## src/rtl/arm_decode_pkg.sv

```systemverilog
// Shared constants for the ARM fetch/decode front end: family indices, condition
// codes, NZCV bit positions, fetch FSM encoding and the instruction family decoder.
package arm_decode_pkg;

  localparam int FAM_DP_REG  = 0;
  localparam int FAM_DP_IMM  = 1;
  localparam int FAM_MUL     = 2;
  localparam int FAM_MULL    = 3;
  localparam int FAM_SWP     = 4;
  localparam int FAM_HWORD   = 5;
  localparam int FAM_BX      = 6;
  localparam int FAM_PSR     = 7;
  localparam int FAM_LS_IMM  = 8;
  localparam int FAM_LS_REG  = 9;
  localparam int FAM_UNDEF   = 10;
  localparam int FAM_LDM_STM = 11;
  localparam int FAM_BRANCH  = 12;
  localparam int FAM_COPROC  = 13;
  localparam int FAM_SWI     = 14;
  localparam int FAM_RSVD    = 15;

  localparam logic [3:0] COND_EQ = 4'h0;
  localparam logic [3:0] COND_NE = 4'h1;
  localparam logic [3:0] COND_CS = 4'h2;
  localparam logic [3:0] COND_CC = 4'h3;
  localparam logic [3:0] COND_MI = 4'h4;
  localparam logic [3:0] COND_PL = 4'h5;
  localparam logic [3:0] COND_VS = 4'h6;
  localparam logic [3:0] COND_VC = 4'h7;
  localparam logic [3:0] COND_HI = 4'h8;
  localparam logic [3:0] COND_LS = 4'h9;
  localparam logic [3:0] COND_GE = 4'hA;
  localparam logic [3:0] COND_LT = 4'hB;
  localparam logic [3:0] COND_GT = 4'hC;
  localparam logic [3:0] COND_LE = 4'hD;
  localparam logic [3:0] COND_AL = 4'hE;
  localparam logic [3:0] COND_NV = 4'hF;

  localparam int FLAG_N = 3;
  localparam int FLAG_Z = 2;
  localparam int FLAG_C = 1;
  localparam int FLAG_V = 0;

  typedef enum logic {
    ST_IDLE = 1'b0,
    ST_WAIT = 1'b1
  } fetch_state_e;

  // Ordered first-match decode; the specific encodings hide inside the generic ones below them.
  function automatic logic [3:0] decode_family(input logic [31:0] ir);
    logic [3:0] fam;
    if (ir[27:4] == 24'h12FFF1)                                          fam = 4'(FAM_BX);
    else if (ir[27:22] == 6'b000000 && ir[7:4] == 4'b1001)               fam = 4'(FAM_MUL);
    else if (ir[27:23] == 5'b00001 && ir[7:4] == 4'b1001)                fam = 4'(FAM_MULL);
    else if (ir[27:23] == 5'b00010 && ir[21:20] == 2'b00 && ir[11:4] == 8'b00001001)
                                                                         fam = 4'(FAM_SWP);
    else if (ir[27:25] == 3'b000 && ir[7] && ir[4] && ir[6:5] != 2'b00)  fam = 4'(FAM_HWORD);
    else if (ir[27:26] == 2'b00 && ir[24:23] == 2'b10 && !ir[20])        fam = 4'(FAM_PSR);
    else if (ir[27:25] == 3'b000)                                        fam = 4'(FAM_DP_REG);
    else if (ir[27:25] == 3'b001)                                        fam = 4'(FAM_DP_IMM);
    else if (ir[27:25] == 3'b010)                                        fam = 4'(FAM_LS_IMM);
    else if (ir[27:25] == 3'b011 && ir[4])                               fam = 4'(FAM_UNDEF);
    else if (ir[27:25] == 3'b011)                                        fam = 4'(FAM_LS_REG);
    else if (ir[27:25] == 3'b100)                                        fam = 4'(FAM_LDM_STM);
    else if (ir[27:25] == 3'b101)                                        fam = 4'(FAM_BRANCH);
    else if (ir[27:24] == 4'b1111)                                       fam = 4'(FAM_SWI);
    else                                                                 fam = 4'(FAM_COPROC);
    return fam;
  endfunction

endpackage

```

## src/rtl/arm_decode_frontend_cond.sv

```systemverilog
// ARMv4 condition evaluator: purely combinational (cond, nzcv) -> pass.
module arm_cond_eval
  import arm_decode_pkg::*;
(
  input  logic [3:0] cond,
  input  logic [3:0] nzcv,
  output logic       pass
);

  logic n, z, c, v;
  assign n = nzcv[FLAG_N];
  assign z = nzcv[FLAG_Z];
  assign c = nzcv[FLAG_C];
  assign v = nzcv[FLAG_V];

  always_comb begin
    pass = 1'b0;
    case (cond)
      COND_EQ: pass = z;
      COND_NE: pass = !z;
      COND_CS: pass = c;
      COND_CC: pass = !c;
      COND_MI: pass = n;
      COND_PL: pass = !n;
      COND_VS: pass = v;
      COND_VC: pass = !v;
      COND_HI: pass = c && !z;
      COND_LS: pass = !c || z;
      COND_GE: pass = (n == v);
      COND_LT: pass = (n != v);
      COND_GT: pass = !z && (n == v);
      COND_LE: pass = z || (n != v);
      COND_AL: pass = 1'b1;
      default: pass = 1'b0;
    endcase
  end

endmodule

```

## src/rtl/arm_decode_frontend.sv

```systemverilog
// Fetch/decode front end: single-outstanding fetch FSM, IR and NZCV registers, family/COND decode.
// Optional build macro COND_BYPASS_EN: COND sees alu_nzcv while ld_cc is asserted.
module arm_decode_frontend
  import arm_decode_pkg::*;
#(
  parameter logic [3:0]  RESET_FLAGS = 4'b0000,
  parameter logic [31:0] RESET_IR    = 32'hE1A00000
) (
  input  logic        clk,
  input  logic        rst,
  input  logic        fetch_start,
  output logic        mem_req,
  input  logic        mem_ack,
  input  logic [31:0] mem_rdata,
  input  logic        ld_cc,
  input  logic [3:0]  alu_nzcv,
  output logic [31:0] ir,
  output logic        ir_valid,
  output logic [3:0]  flags,
  output logic [15:0] family_bits,
  output logic        COND,
  output logic        L,
  output logic        P,
  output logic        A
);

  fetch_state_e state_q;
  logic         mem_req_q;
  logic         ir_valid_q;
  logic [31:0]  ir_q;
  logic [3:0]   flags_q;
  logic [3:0]   fam_idx;
  logic [3:0]   cond_nzcv;

  // mem_ack outside WAIT is dropped, so a response arriving after reset cannot touch IR.
  always_ff @(posedge clk or negedge rst) begin
    if (!rst) begin
      state_q    <= ST_IDLE;
      mem_req_q  <= 1'b0;
      ir_valid_q <= 1'b0;
      ir_q       <= RESET_IR;
    end else begin
      case (state_q)
        ST_IDLE: begin
          if (fetch_start) begin
            state_q    <= ST_WAIT;
            mem_req_q  <= 1'b1;
            ir_valid_q <= 1'b0;
          end
        end
        ST_WAIT: begin
          if (mem_ack) begin
            state_q    <= ST_IDLE;
            mem_req_q  <= 1'b0;
            ir_q       <= mem_rdata;
            ir_valid_q <= 1'b1;
          end
        end
        default: begin
          state_q   <= ST_IDLE;
          mem_req_q <= 1'b0;
        end
      endcase
    end
  end

  always_ff @(posedge clk or negedge rst) begin
    if (!rst) begin
      flags_q <= RESET_FLAGS;
    end else if (ld_cc) begin
      flags_q <= alu_nzcv;
    end
  end

`ifdef COND_BYPASS_EN
  assign cond_nzcv = ld_cc ? alu_nzcv : flags_q;
`else
  assign cond_nzcv = flags_q;
`endif

  arm_cond_eval u_cond (
    .cond (ir_q[31:28]),
    .nzcv (cond_nzcv),
    .pass (COND)
  );

  assign fam_idx     = decode_family(ir_q);
  assign family_bits = 16'h0001 << fam_idx;

  assign mem_req  = mem_req_q;
  assign ir       = ir_q;
  assign ir_valid = ir_valid_q;
  assign flags    = flags_q;
  assign L        = ir_q[20];
  assign P        = ir_q[24];
  assign A        = ir_q[21];

endmodule

```

## config.mk

```make
export PLATFORM = sky130hd
export DESIGN_NAME = arm_decode_frontend
export DESIGN_NICKNAME = d
export VERILOG_FILES = /design/src/rtl/arm_decode_pkg.sv /design/src/rtl/arm_decode_frontend_cond.sv /design/src/rtl/arm_decode_frontend.sv
export SDC_FILE = /design/constraint.sdc
export NUM_CORES = 1
export LEC_CHECK = 0
export CAP_MARGIN = 25
export CORE_MARGIN = 3
export CORE_UTILIZATION = 38
export CTS_BUF_LIST = sky130_fd_sc_hd__clkbuf_2 sky130_fd_sc_hd__clkbuf_4 sky130_fd_sc_hd__clkbuf_8
export DETAILED_ROUTE_END_ITERATION = 16
export GPL_ROUTABILITY_DRIVEN = 0
export HOLD_SLACK_MARGIN = 0.12
export PLACE_DENSITY = 0.91
export SYNTH_ARGS = -nofsm -noshare
export SYNTH_HDL_FRONTEND = slang
export SYNTH_SLANG_ARGS = --single-unit
export TNS_END_PERCENT = 30
```

## constraint.sdc

```tcl
create_clock -name clk -period 1.8 [get_ports clk]
set_clock_uncertainty 0.2 [all_clocks]
set_input_delay 0.27 -clock clk [delete_from_list [all_inputs] [get_ports clk]]
set_output_delay 0.27 -clock clk [all_outputs]
set_load 0.02 [all_outputs]
```

Word-level counts from Yosys, hierarchy flattened
Cells that the tools add are included.

storage, ports and cells
  flip-flop bits (word level) = 39
  latch bits = 0
  bits in writable memories = 0
  memory bits (read-only) = 0
  input port bits = 41
  memories = 0

operators by class
  $add $sub $neg = 0
  $mul = 0
  div/mod/pow operators = 0
  order comparisons = 0
  eq/ne operators = 30
  shift operators = 1
  mux-type cells = 24
  bitwise logic cells = 1
  reduce and logical (&&, ||, !) cells = 27

operators by type and width
  operator                number
  $eq A4 B4 Y1 const B    9
  $mux W4                 8
  $eq A24 B21 Y1 const B  1
  $eq A4 B3 Y1 const B    4
  $shl A1 B4 Y16 const A  1
  $pmux W1 S15            1
  $logic_and A1 B1 Y1     12
  $mux W3                 4
  $eq A4 B2 Y1 const B    2
  $eq A8 B4 Y1 const B    1
  $eq A3 B2 Y1 const B    2
  $eq A3 B3 Y1 const B    2
  $logic_not A6 Y1        1
  $mux W1                 6
  $pmux W1 S2             3
  $eq A5 B1 Y1 const B    1
  $eq A5 B2 Y1 const B    1
  $logic_not A1 Y1        5
  $eq A4 B1 Y1 const B    1
  $logic_not A2 Y1        2
  $logic_not A4 Y1        1
  $mux W2                 2
  $ne A2 B2 Y1 const B    2
  $reduce_and A2 Y1       2
  8 further kinds         9

Logic depth before layout (Yosys ltp)
Gate-level depths: netlist (run 1).

  depth after elaboration = 16
  gate-level depth with buffers = 6
  gate-level depth less buffers = 5

Cells and area by module
From an unflattened synthesis (run 1), not the netlist that was laid out.

second synthesis, totals
  cell total of the unflattened synthesis = 182
  area, all modules = 2,122.0 µm²

by module, submodules not included
  module               times used  cells an instance  area each (µm²)  seq. area each (µm²)
  arm_decode_frontend  1           154                1,928.1          983.4
  arm_cond_eval        1           28                 193.9            0.0

Worst setup path after synthesis (run 1)
OpenSTA, ideal clock, no wires.

  path type = register to output
  from = register ir_q[25], in the netlist ir[25]
  to = output family_bits[13]
  arrival time = 2.122 ns
  required time = 1.330 ns
  slack = -0.792 ns
  stages on the path, launching flop included = 6
  cells stage by stage = dfrtp_1 > nor4b_4 > nand2_2 > nor2_2 > o21bai_4 > nor4_1

between the ends
  longest elaborated chain between the ends = 16

RTL lines
  what                      line                       source
  start: declaration        arm_decode_frontend.sv:30  logic [31:0] ir_q;
  start signal: assignment  arm_decode_frontend.sv:55  ir_q <= mem_rdata;
  $eq A4 B4 Y1              arm_decode_pkg.sv:66       else if (ir[27:24] == 4'b1111) fam = 4'(FAM_SWI);
  $mux W2                   arm_decode_pkg.sv:66
  $mux W2                   arm_decode_pkg.sv:65       else if (ir[27:25] == 3'b101) fam = 4'(FAM_BRANCH);
  $mux W3                   arm_decode_pkg.sv:64       else if (ir[27:25] == 3'b100) fam = 4'(FAM_LDM_STM);
  $mux W3                   arm_decode_pkg.sv:63       else if (ir[27:25] == 3'b011) fam = 4'(FAM_LS_REG);
  $mux W3                   arm_decode_pkg.sv:62       else if (ir[27:25] == 3'b011 && ir[4]) fam = 4'(FAM_UNDEF);
  $mux W3                   arm_decode_pkg.sv:61       else if (ir[27:25] == 3'b010) fam = 4'(FAM_LS_IMM);
  $mux W4                   arm_decode_pkg.sv:60       else if (ir[27:25] == 3'b001) fam = 4'(FAM_DP_IMM);
  $mux W4                   arm_decode_pkg.sv:59       else if (ir[27:25] == 3'b000) fam = 4'(FAM_DP_REG);
  $mux W4                   arm_decode_pkg.sv:58       else if (ir[27:26] == 2'b00 && ir[24:23] == 2'b10 && !ir[20]) fam = 4'(FAM_PSR);
  $mux W4                   arm_decode_pkg.sv:57       else if (ir[27:25] == 3'b000 && ir[7] && ir[4] && ir[6:5] != 2'b00) fam = 4'(FAM_HWORD);
  $mux W4                   arm_decode_pkg.sv:55       else if (ir[27:23] == 5'b00010 && ir[21:20] == 2'b00 && ir[11:4] == 8'b00001001)
  $mux W4                   arm_decode_pkg.sv:54       else if (ir[27:23] == 5'b00001 && ir[7:4] == 4'b1001) fam = 4'(FAM_MULL);
  $mux W4                   arm_decode_pkg.sv:53       else if (ir[27:22] == 6'b000000 && ir[7:4] == 4'b1001) fam = 4'(FAM_MUL);
  $mux W4 (*)               arm_decode_pkg.sv:52       if (ir[27:4] == 24'h12FFF1) fam = 4'(FAM_BX);
  $shl A1 B4 Y16 (*)        arm_decode_frontend.sv:88  assign family_bits = 16'h0001 << fam_idx;
  end: declaration          arm_decode_frontend.sv:20  output logic [15:0] family_bits,

Every way passes the cells marked *; elsewhere a longest branch is shown, timed or not.

Worst setup path after layout (run 1)
  from = register ir_q[24], in the netlist ir[24]
  to = output family_bits[0]

Same word-level chain as after synthesis.

==> results of run 1 <==
==> Yosys cell counts (3+ instances only) <==
cell type  instances
xor2_1             3
nand3_1            3
dfrtp_1           33
inv_1              8
dfstp_2            6
clkbuf_1           3
buf_4              5
nand2_1           10
nor2_1             6
nor3b_1            3
o21ai_0            5
a21oi_1            3
mux2_2            36
buf_1              3
nor3_1             4
==> power breakdown <==
| group | internal, mW | leakage [nW] | switching, mW |
|---|---|---|---|
| combinational | 1.05 | 1.16 | 0.963 |
| sequential | 1.09 | 0.447 | 0.172 |
| clock | 0.301 | 0.0470 | 0.289 |
| total | 2.44 | 1.66 | 1.42 |
==> cell families (layout without fill, tap and decap cells) <==
group,Yosys count,in the layout,share of synthesized area
AO/OA/AOI/OAI,22,22,0.08630
XOR/XNOR,4,4,0.01714
buffers and inverters,20,171,0.04590
flip-flops,39,39,0.4810
multiplexers,37,37,0.2032
other,1,1,0.001834
AND/OR/NAND/NOR,49,49,0.1646
==> worst min path at each step <==
stage               from       end  slack, ns  cells after the start
CTS                  rst     ir[3]       0.27                      2
detailed placement   rst     ir[3]       0.05                      1
global route         rst     ir[3]       0.30                      2
finish               rst    ir[26]       0.28                      2
floorplan            rst  flags[0]      -0.23                      0
global placement     rst     ir[3]       0.04                      1
==> what timing repair did <==
item                                    4_1_cts  5_1_grt
buffers inserted                              4        3
resized for setup                           156       22
hold buffers                                  1        0
endpoints found under the setup margin       51       21
endpoints found under the hold margin        36        0
pin swaps                                     7        8
==> area by class of cell <==
class                           instances  area [µm²]  area share
Clock buffer                            6       82.58     0.02231
Inverter                                9       36.28    0.009804
Clock inverter                          1       5.005    0.001352
Multi-Input combinational cell        113        1091      0.2948
Tap cell                               70       87.58     0.02366
Sequential cell                        39       984.7      0.2661
Timing Repair Buffer                  155        1414      0.3820
==> flip-flops by register name, indices dropped and copies added, names as in the netlist <==
register / flops
flags: 4
mem_req: 1
ir_valid: 1
ir: 32
state_q: 1
==> stage by stage <==
stage                     power, mW  TNS [ns]  instances
after global placement        3.171    -7.398        379
after global routing          4.078    -7.160        393
final                         3.860    -5.727        393
after detailed placement      3.235    -8.330        379
after floorplan               2.189    -3.230        172
after CTS                     3.804    -5.762        390
==> metal layers <==
| metal | share of wire | track usage |
|---|---|---|
| met2 | 0.57 | 0.3822 |
| met5 | 0 | 0 |
| met3 | 0.037 | 0.03288 |
| met1 | 0.39 | 0.2160 |
| met4 | 0.0084 | 0.05670 |
==> metrics.md, run 1 <==
| Metric | Value |
|---|---|
| TritonCTS clock tree | `built` |
| Final Max Slew Viols | `0` |
| Global-route wire length before repair | `9570 µm` |
| Post-route standard cell area excluding fillers | `0.003701 mm²` |
| RR Startpoint | `state_q` |
| Drt via density | `4.850` |
| Reg2Reg Setup Slack | `0.35 ns` |
| Post-route DRC | `0` |
| Share of flip-flops with an asynchronous set or reset | `1.000` |
| Largest cells by area after synthesis | `dfrtp_1 40%, mux2_2 20%, dfstp_2 7.7%, buf_4 1.8%, nand2_1 1.8%` |
| Bufs on Longest Clock Path | `2` |
| Residual antenna-violating net count after detailed routing | `0` |
| Worst Setup Slack, final | `-0.7765 ns` |
| Floorplan die width | `79.35 µm` |
| Final HPWL from detailed placement | `4709 µm` |
| Slowest cell on crit path | `dfstp_2` |
| Post-synth top flop | `dfrtp_1` |
| Filler Cell Count | `388` |
| Max-cap viol count | `0` |
| I/O pin cnt | `99` |
| Critical path startpoint category | `flip-flop` |
| Inserted Diodes | `0` |
| Overall overflow remaining after global route | `0` |
| CTS clk-pin slew, worst paths | `0.07 ns` |
| Average cell area after synthesis | `11.89 µm²` |
| Clock Root Buffer | `clkbuf_8` |
| Total GRT Usage | `0.1966` |
| Detailed-route via count | `1906` |
| H-Tree Level Count | `2` |
| Total of buffers placed on input and output ports | `97` |
| Instance count of the mapped netlist | `172` |
| Number of enable flip-flop cells after synthesis | `0` |
| Utilization of the core after routing | `0.7201` |
| Worst min path class | `primary input to asynchronous set/reset pin` |
| Die extent in y | `79.35 µm` |
| Ratio of cells with drive above 1 in the final layout | `0.5077` |
| Routed length per instance | `15.73 µm` |
| Commonest non-fill, non-tap cell in the layout | `buf_4` |
| Nets@finish | `364` |
| Critical-path maximum fanout | `4` |
| Number of global-route vias before repair | `2044` |
| Largest net degree at the start of global routing | `33` |
| Synth warnings | `0` |
| Number of register bits inferred by synthesis | `39` |
| Std-Cell Rows | `26` |
| Crit path kind | `flip-flop to output pin` |
| Detailed-routing iteration count for the pre-antenna-repair pass | `4` |
| Category of cells accounting for the largest share of critical-path delay | `simple AND/OR/NAND/NOR gates` |
| Number of clock buffers inserted by TritonCTS | `5` |
| Net count after synthesis | `213` |
| Initial antenna violation count | `0` |
| Largest vdd supply drop | `0.0006831 V` |
| Fmax | `388.1 MHz` |
| Type of element capturing the critical path | `output pin` |
| Number of distinct library cells after synthesis | `50` |
| Total leakage power | `1.659 nW` |
| Final Hold Fails | `0` |
| Violations in the final reports | `setup timing` |
| Floorplan die area | `0.006296 mm²` |
| Worst endpoint data arrival time | `2.11 ns` |
| Worst path depth | `6` |
| Endpoint required time on the critical path | `1.33 ns` |
| Ordered cell list for the critical path | `or4b_4, o21ai_4, a32oi_2, buf_4, nor3b_4, buf_6` |
| Starting utilization of the core area | `0.3978` |
| Reg2Reg Capture Point | `ir[3]` |
| Worst slack at placement | `-0.9447 ns` |
| Setup crit start | `ir[24]` |
| Outcome | `complete, but fails checks` |
| Cell type with the highest aggregate area in the netlist | `dfrtp_1` |
| End point of the critical path | `family_bits[0]` |
| Detailed router's first-iteration violation count | `52` |
| Final setup violation count | `15` |
| Share of synthesized area occupied by flip-flops and latches | `0.4810` |
| Layout overhead on the synthesized area | `81.03%` |
| Setup repair after global routing missed its margin | `yes` |
| Hold Slack | `0.2784 ns` |
| Total routed wirelength | `6183 µm` |
| CTS sink cnt | `39` |
| Most frequent cells in the layout | `55 x buf_4, 45 x clkdlybuf4s50_1, 36 x mux2_2, 32 x dfrtp_1, 27 x dlygate4sd2_1` |
| Power density over the cells | `1043 mW/mm²` |
| Ratio of final minimum period to clock period | `1.431` |
| Post-synth top area share | `0.4039` |
| Max stage delay on crit path | `0.58 ns` |
| Core ar. | `0.005140 mm²` |
| Number of buffers and inverters on the critical path | `2` |
| Netlist area before placement | `0.002044 mm²` |
| Worst skew pair latency | `0.28 ns` |
| Number of cells traversed by the worst register-to-register path | `3` |
| Final critical delay including setup and external delays | `2.576 ns` |
| Placed Instance Area | `0.003480 mm²` |
Note: power is estimated with default switching activity, not from simulation.
==> run 2: changes to the inputs <==
REMOVE_ABC_BUFFERS = 1   (was not set)
==> run 2 against run 1 <==
Largest cell class unchanged. Via count rose by 4.8%. Combinational power is 7% higher. Power up 3.9%. Hold slack got worse by 0.0019 ns. Sequential cell count unchanged. Critical path depth is 1 higher. Utilization is 2.7 points higher. The flow still finishes with violations (setup timing).
==> metrics.md, run 2 (synthesized netlist as in run 1, its figures left out) <==
| Metric | Value |
|---|---|
| Detailed-routing iteration count for the pre-antenna-repair pass | `4 (unchanged)` |
| Critical-path maximum fanout | `4 (unchanged)` |
| Max-cap viol count | `0 (unchanged)` |
| Detailed-route via count | `1997 (was 1906)` |
| Largest vdd supply drop | `0.0006754 V (was 0.0006831 V)` |
| Clock Root Buffer | `clkbuf_8 (unchanged)` |
| Fmax | `386.1 MHz (was 388.1 MHz)` |
| Drt via density | `4.943 (was 4.850)` |
| Std-Cell Rows | `26 (unchanged)` |
| Largest net degree at the start of global routing | `22 (was 33)` |
| End point of the critical path | `family_bits[0] (unchanged)` |
| Ratio of final minimum period to clock period | `1.439 (was 1.431)` |
| Number of cells traversed by the worst register-to-register path | `3 (unchanged)` |
| Slew of the pin with the lowest slew margin | `0.5030 ns` |
| Worst Setup Slack, final | `-0.7903 ns (was -0.7765 ns)` |
| Total routed wirelength | `6205 µm (was 6183 µm)` |
| Total net switching power | `1.475 mW (was 1.424 mW)` |
| Outcome | `complete, but fails checks (unchanged)` |
| Share of total power in sequential cells | `0.311 (was 0.326)` |
| Total leakage power | `1.735 nW (was 1.659 nW)` |
| Utilization of the core after routing | `0.7473 (was 0.7201)` |
| Initial antenna violation count | `0 (unchanged)` |
| Critical path startpoint category | `flip-flop (unchanged)` |
| Layout overhead on the synthesized area | `87.88% (was 81.03%)` |
| Residual antenna-violating net count after detailed routing | `0 (unchanged)` |
| RR Startpoint | `state_q (unchanged)` |
| Reg2Reg Capture Point | `ir[8] (was ir[3])` |
| Setup repair after global routing missed its margin | `yes (unchanged)` |
| Total GRT Usage | `0.2001 (was 0.1966)` |
| Violations in the final reports | `setup timing (unchanged)` |
| I/O pin cnt | `99 (unchanged)` |
| CTS sink cnt | `39 (unchanged)` |
| Setup crit start | `ir[24] (unchanged)` |
| Detailed router's first-iteration violation count | `55 (was 52)` |
| Worst min path class | `primary input to asynchronous set/reset pin (unchanged)` |
| Internal Power | `2.537 mW (was 2.436 mW)` |
| Floorplan die width | `79.35 µm (unchanged)` |
| TritonCTS clock tree | `built (unchanged)` |
| Ratio of cells with drive above 1 in the final layout | `0.5359 (was 0.5077)` |
| Bufs on Longest Clock Path | `2 (unchanged)` |
| Most frequent cells in the layout | `58 x buf_4, 45 x clkdlybuf4s50_1, 36 x mux2_2, 31 x dfrtp_1, 25 x dlygate4sd2_1 (was 55 x buf_4, 45 x clkdlybuf4s50_1, 36 x mux2_2, 32 x dfrtp_1, 27 x dlygate4sd2_1)` |
| Final setup violation count | `15 (unchanged)` |
| H-Tree Level Count | `2 (unchanged)` |
| Routed length per instance | `15.36 µm (was 15.73 µm)` |
| Final Hold Fails | `0 (unchanged)` |
| Starting utilization of the core area | `0.3978 (unchanged)` |
| Total of buffers placed on input and output ports | `97 (unchanged)` |
| Worst endpoint data arrival time | `2.12 ns (was 2.11 ns)` |
| Max-slew headroom | `0.6647` |
| Net switching share of the total power | `0.3677 (was 0.3689)` |
| Type of element capturing the critical path | `output pin (unchanged)` |
| Nets@finish | `374 (was 364)` |
| Endpoint required time on the critical path | `1.33 ns (about the same)` |
| Commonest non-fill, non-tap cell in the layout | `buf_4 (unchanged)` |
| Overall overflow remaining after global route | `0 (unchanged)` |
| Number of clock buffers inserted by TritonCTS | `5 (unchanged)` |
| Hold Slack | `0.2765 ns (was 0.2784 ns)` |
| Inserted Diodes | `0 (unchanged)` |
| Comb pwr share | `0.536 (was 0.522)` |
| Final Max Slew Viols | `0 (unchanged)` |
| Post-route DRC | `0 (unchanged)` |
| Crit path kind | `flip-flop to output pin (unchanged)` |
| Number of global-route vias before repair | `2167 (was 2044)` |
| Filler Cell Count | `347 (was 388)` |
| Final HPWL from detailed placement | `4544 µm (was 4709 µm)` |
| Final critical delay including setup and external delays | `2.590 ns (was 2.576 ns)` |
| Power density over the cells | `1045 mW/mm² (was 1043 mW/mm²)` |
| Worst skew pair latency | `0.28 ns (about the same)` |
| CTS clk-pin slew, worst paths | `0.08 ns (was 0.07 ns)` |
| Post-Place Cells | `380 (was 379)` |
| Reg2Reg Setup Slack | `0.34 ns (was 0.35 ns)` |
| Non-Filler Instances | `404 (was 393)` |
| Max reg flops | `32 (unchanged)` |
| Global-route wire length before repair | `9936 µm (was 9570 µm)` |
| Clock network fraction of design power | `0.153 (about the same)` |
| Die extent in y | `79.35 µm (unchanged)` |
| Core ar. | `0.005140 mm² (unchanged)` |
| Floorplan die area | `0.006296 mm² (unchanged)` |
==> run 2: critical path, cell delays in order (launching register included) <==
cell and delay, ns:
dfstp_2 0.55, or4b_4 0.47, o21ai_4 0.19, a22oi_1 0.14
nand4b_1 0.17, buf_4 0.14, nor3b_2 0.03, buf_4 0.15
==> run 2: how the worst min path moves through the flow <==
stage	endpoint	slack [ns]	depth (start not counted)
6_report	ir[2]	0.28	2
2_1_floorplan	flags[0]	-0.23	0
3_3_place_gp	ir[2]	0.05	1
4_1_cts	ir[2]	0.28	2
5_1_grt	state_q	0.30	2
3_5_place_dp	ir[2]	0.06	1
==> run 2: per-stage QoR <==
stage	TNS [ns]	setup slack, ns	power (mW)	instance area [µm²]
final	-6.211	-0.7903	4.012	3841
after global routing	-7.465	-0.8902	4.237	3841
after CTS	-5.691	-0.7275	3.938	3757
after detailed placement	-8.070	-0.9226	3.219	3466
after global placement	-7.370	-0.8806	3.157	3466
after floorplan	-4.492	-0.7923	2.114	1984
==> run 2: metal layers <==
metal	routed length, µm	global-route usage
met1	2374	0.2116
met2	3403	0.3965
met3	370	0.04422
met4	57	0.04639
met5	0	0
==> run 2: layout make-up <==
class                      instances  area [µm²]  area share
tap                               70       87.58     0.02280
timing repair buffer             165        1510      0.3932
clock buffer                       7       90.09     0.02345
clock inverter                     1       5.005    0.001303
inverter                           9       33.78    0.008795
multi-input combinational        113        1129      0.2938
sequential                        39       985.9      0.2567
==> run 2: repair_timing <==
| action | CTS | global route |
|---|---|---|
| buffers inserted | 14 | 2 |
| resized for setup | 174 | 28 |
| setup endpoints to repair | 51 | 25 |
| hold endpoints to repair | 29 | 0 |
| hold buffers | 1 | 0 |
| pin swaps | 27 | 9 |
==> run 2: power by group through the flow <==
stage	clock [mW]	combinational [mW]	sequential (mW)
after floorplan	0	0.567	1.55
after CTS	0.639	2.05	1.25
final	0.614	2.15	1.25
after detailed placement	0	1.96	1.26
after global placement	0	1.91	1.24
after global routing	0.672	2.29	1.28
==> run 3: changes to the inputs <==
CAP_MARGIN = not set   (was 25)
==> results of run 3 <==
Same layout as run 2: the final DEF is identical, and so are final timing and power.
